===== src/rtl/bcd_pkg.sv =====
// Shared BCD digit type, limits and switch-input clamping helper.
package bcd_pkg;

    typedef logic [3:0] bcd_digit_t;

    localparam bcd_digit_t BCD_MAX = 4'd9;
    localparam bcd_digit_t BCD_MIN = 4'd0;

    function automatic bcd_digit_t bcd_clamp(input logic [3:0] n);
        return (n > BCD_MAX) ? BCD_MAX : n;
    endfunction

endpackage


===== src/rtl/bcd_digit.sv =====
// One decade (0-9) up/down counter with clamped parallel load and carry/borrow out.
module bcd_digit
    import bcd_pkg::*;
(
    input  logic       clk,
    input  logic       rst_n,
    input  logic       load,
    input  logic [3:0] d,
    input  logic       step,
    input  logic       up,
    output bcd_digit_t q,
    output logic       carry
);

    // Carry (up) or borrow (down) when this step rolls the digit over.
    assign carry = step && (up ? (q == BCD_MAX) : (q == BCD_MIN));

    always_ff @(posedge clk or negedge rst_n) begin
        if (!rst_n) begin
            q <= BCD_MIN;
        end else if (load) begin
            q <= bcd_clamp(d);
        end else if (step) begin
            if (up) q <= (q == BCD_MAX) ? BCD_MIN : q + 4'd1;
            else    q <= (q == BCD_MIN) ? BCD_MAX : q - 4'd1;
        end
    end

endmodule


===== src/rtl/bcd_up_down_counter.sv =====
// Two-digit BCD up/down counter with prescaler, clamped load and tick/wrap pulses.
module bcd_up_down_counter
    import bcd_pkg::*;
#(
    parameter int TICK_DIV = 50_000_000
) (
    input  logic       Clock,
    input  logic       Resetn,
    input  logic       En,
    input  logic       Up,
    input  logic       Load,
    input  logic [7:0] D,
    output logic [7:0] Q,
    output logic       Tick,
    output logic       Wrap
);

    localparam int PW = (TICK_DIV > 1) ? $clog2(TICK_DIV) : 1;
    localparam logic [PW-1:0] PRE_LAST = PW'(TICK_DIV - 1);

    logic [PW-1:0] pre;
    logic          tc;
    logic          ones_carry;
    logic          tens_carry;
    bcd_digit_t    ones_q;
    bcd_digit_t    tens_q;

    assign tc = En && (pre == PRE_LAST);

    bcd_digit u_ones (
        .clk   (Clock),
        .rst_n (Resetn),
        .load  (Load),
        .d     (D[3:0]),
        .step  (tc),
        .up    (Up),
        .q     (ones_q),
        .carry (ones_carry)
    );

    bcd_digit u_tens (
        .clk   (Clock),
        .rst_n (Resetn),
        .load  (Load),
        .d     (D[7:4]),
        .step  (ones_carry),
        .up    (Up),
        .q     (tens_q),
        .carry (tens_carry)
    );

    assign Q = {tens_q, ones_q};

    // Load wins over a coincident step: no pulse, and prescaler phase restarts.
    always_ff @(posedge Clock or negedge Resetn) begin
        if (!Resetn) begin
            pre  <= '0;
            Tick <= 1'b0;
            Wrap <= 1'b0;
        end else if (Load) begin
            pre  <= '0;
            Tick <= 1'b0;
            Wrap <= 1'b0;
        end else begin
            Tick <= tc;
            Wrap <= tens_carry;
            if (En) pre <= tc ? '0 : pre + PW'(1);
        end
    end

endmodule


===== config.mk =====
export PLATFORM = sky130hd
export DESIGN_NAME = bcd_up_down_counter
export DESIGN_NICKNAME = d
export VERILOG_FILES = /design/src/rtl/bcd_pkg.sv /design/src/rtl/bcd_digit.sv /design/src/rtl/bcd_up_down_counter.sv
export SDC_FILE = /design/constraint.sdc
export NUM_CORES = 1
export LEC_CHECK = 0
export BUFFER_PORTS_ARGS = -buffer_cell sky130_fd_sc_hd__buf_4
export CAP_MARGIN = 20
export CORE_MARGIN = 2
export CORE_UTILIZATION = 40
export CTS_CLUSTER_SIZE = 28
export DETAILED_ROUTE_END_ITERATION = 10
export PLACE_DENSITY = 0.58
export SYNTH_ARGS = -nofsm -noshare
export SYNTH_HDL_FRONTEND = slang
export SYNTH_SLANG_ARGS = --single-unit

===== constraint.sdc =====
create_clock -name Clock -period 2.7 [get_ports Clock]
set_clock_uncertainty 0.2 [all_clocks]
set_input_delay 0.675 -clock Clock [delete_from_list [all_inputs] [get_ports Clock]]
set_output_delay 0.675 -clock Clock [all_outputs]
set_load 0.01 [all_outputs]

==> impl_metrics.env <==
export IMPL_h_tree_depth=2
export IMPL_yosys_area_top_type="dfrtp_1"
export IMPL_hold_buffers=0
export IMPL_setup_slack_ns=0.432
export IMPL_clock_latency_ns=0.29
export IMPL_start_util_pct=41.4
export IMPL_worst_setup_path_end_kind="flip-flop"
export IMPL_dp_slack_ns=0.224
export IMPL_synth_area_leaders="dfrtp_1, xnor2_1, nor2_1, xor2_1, nand3_1"
export IMPL_hold_path_class="in2async"
export IMPL_syn_avg_cell_area_um2=9.20
export IMPL_portBuffers=22
export IMPL_synth_cells=248
export IMPL_cts_setup_buffers=0
export IMPL_crit_arrival_ns=2.24
export IMPL_placed_area_um2=2480
export IMPL_path_max_fanout=22
export IMPL_wl_per_cell_um=14.3
export IMPL_ys_types=52
export IMPL_yosys_warnings=0
export IMPL_critical_path_class="reg2reg"
export IMPL_cp_cell_sequence="ha_1 -> and3_1 -> nand3_1 -> nor3_4 -> or2_4 -> nor2_1"
export IMPL_cts_sinks=36
export IMPL_grt_pass1_wl_um=8740
export IMPL_cts_buffer_depth=2
export IMPL_p_per_area_nw_per_um2=438
export IMPL_fmax_ghz=0.441
export IMPL_slowest_delay_ns=0.47
export IMPL_yosysSeqAreaShare_pct=39.5
export IMPL_maxCapViolations=0
export IMPL_grt_pass1_vias=1832
export IMPL_p_leak_nw=1.06
export IMPL_rows=27
export IMPL_start_kind="flip-flop"
export IMPL_ios=23
export IMPL_die_x_um=79.5
export IMPL_required_ns=2.67
export IMPL_grt_max_degree=37
export IMPL_syn_nets=262
export IMPL_dp_cells=330
export IMPL_postLayoutCellArea_um2=2570
export IMPL_ir_worst_vdd_v=0.000206
export IMPL_die_h_um=79.5
export IMPL_ys_seq_elements=36
export IMPL_cts_tree="yes"
export IMPL_tns_ns=0
export IMPL_finalSetupViolCount=0
export IMPL_max_slew_margin_pct=58.9
export IMPL_clk_pin_slew_ns=0.07
export IMPL_synth_ff_type="dfrtp_1"
export IMPL_gp_routability_congestion=0.790
export IMPL_synth_top_area_share_pct=39.5
export IMPL_synth_edf_count=0
export IMPL_cpMaxStageDelayCell="dfrtp_1"
export IMPL_dpl_hpwl_um=3350
export IMPL_fin_cells=338
export IMPL_cts_root_buf="clkbuf_8"
export IMPL_routed_wl_um=4830
export IMPL_drc=0
export IMPL_core_area_um2=5510
export IMPL_hold_violations=0
export IMPL_layout_common_cells="dfrtp_1, nor2_1, buf_4"
export IMPL_tightest_slew_ns=0.611
export IMPL_rsz0062_at_grt="no"
export IMPL_final_nets=279
export IMPL_critPathBufInv=0
export IMPL_async_flop_share_pct=100
export IMPL_via_per_inst=5.34
export IMPL_critPathTopFamily="simple AND/OR/NAND/NOR gates"
export IMPL_layout_drive_gt1_share_pct=17.3
export IMPL_syn_cell_area_um2=2280
export IMPL_drt_iter0_markers=66
export IMPL_status="finished clean"
export IMPL_period_share_pct=84.0
export IMPL_overflow=0
export IMPL_track_usage_pct=17.5
export IMPL_mostFrequentLayoutCell="dfrtp_1"
export IMPL_vias=1806
export IMPL_antennaDiodeCount=0
export IMPL_die_area_um2=6320
export IMPL_area_growth_pct=12.5
export IMPL_min_period_ns=2.27
export IMPL_first_pass_iters=4
export IMPL_antenna_found_initial=0
export IMPL_cts_buffers_inserted=5
export IMPL_maxSlewViolCount=0
export IMPL_cts_repair_resized=0
export IMPL_ant_nets=0
-- cells by family (layout without fill, tap and decap cells) --
family | count (synthesis) | after routing | synth area share, %
multiplexers | 6 | 6 | 2.63
AO/OA/AOI/OAI | 39 | 39 | 10.8
XOR/XNOR | 28 | 28 | 10.8
adder cells (fa/ha/maj) | 1 | 1 | 0.548
AND/OR/NAND/NOR | 120 | 120 | 32.0
flip-flops | 36 | 36 | 39.5
buffers and inverters | 18 | 36 | 3.79
-- layout make-up --
type | instances | area, um^2
Timing Repair Buffer | 23 | 173
Tap cell | 72 | 90.1
Fill cell | 533 | 2940
Clock buffer | 8 | 90.1
Inverter | 5 | 18.8
Multi-Input combinational cell | 194 | 1290
Sequential cell | 36 | 901
-- power by group --
part           internal, W  switching [W]
sequential        0.000551      0.0000359
clock             0.000208       0.000188
combinational    0.0000687      0.0000726
total             0.000828       0.000296
-- flip-flops by register name, summed over array words and instances (netlist names) --
register / cells
Tick: 1
Wrap: 1
pre: 26
u_ones.q: 4
u_tens.q: 4
-- path summary, 6_finish.rpt --
| path | startpoint | endpoint | slack (ns) | cells past startpoint |
|---|---|---|---|---|
| setup / recovery | pre[0] | pre[22] | 0.43 | 6 |
| hold / removal | Resetn | pre[14] | 0.13 | 1 |
| setup reg to reg | pre[0] | pre[22] | 0.43 | 6 |
| hold reg to reg | pre[15] | pre[15] | 0.34 | 2 |
| max in group asynchronous | Resetn | pre[21] | 1.84 | 1 |
| min in group Clock | pre[15] | pre[15] | 0.34 | 2 |
-- worst register-to-register path: stages (launching register included) --
cell	delay, ns
dfrtp_1	0.47
ha_1	0.23
and3_1	0.26
nand3_1	0.22
nor3_4	0.32
or2_4	0.35
nor2_1	0.10
-- cell usage after synthesis (2+ instances only) --
library cell  number
and3_1             6
clkbuf_1           8
nand3b_1           7
a31oi_1            2
inv_1              5
nand2b_1           2
mux2i_1            6
nor4_1             6
nand4b_1           2
nand4_1            6
and4_1             2
nand3_1           14
and3_2             2
dfrtp_1           36
nor2_1            27
or4_1              2
a221o_1            3
or4_4              2
nor2_2             3
a21oi_1            4
a211o_1            2
buf_6              2
xnor2_1           17
nor4_4             2
nand2_1           16
o21ai_0           14
o21ai_1            4
nor3_1             9
o21bai_1           2
o21a_1             2
xor2_1            11
buf_1              2
-- layer usage --
layer  GRT usage, %  vias up  routed length (um)
met2           27.9       25                2210
met5              0        -                   0
li1               -      921                   -
met1           23.9      853                2410
met4           5.69        0                  63
met3           3.51        7                 143
-- per-stage QoR --
stage | total power (W) | hold slack [ns] | utilization, %
2_1_floorplan | 0.000682 | 0.179 | -
3_3_place_gp | 0.000741 | 0.318 | 45.0
3_5_place_dp | 0.000741 | 0.332 | 45.0
4_1_cts | 0.00114 | 0.154 | 46.6
5_1_grt | 0.00119 | 0.178 | 46.6
6_report | 0.00112 | 0.126 | 46.6
No activity file was read; power rests on OpenSTA's default activity.
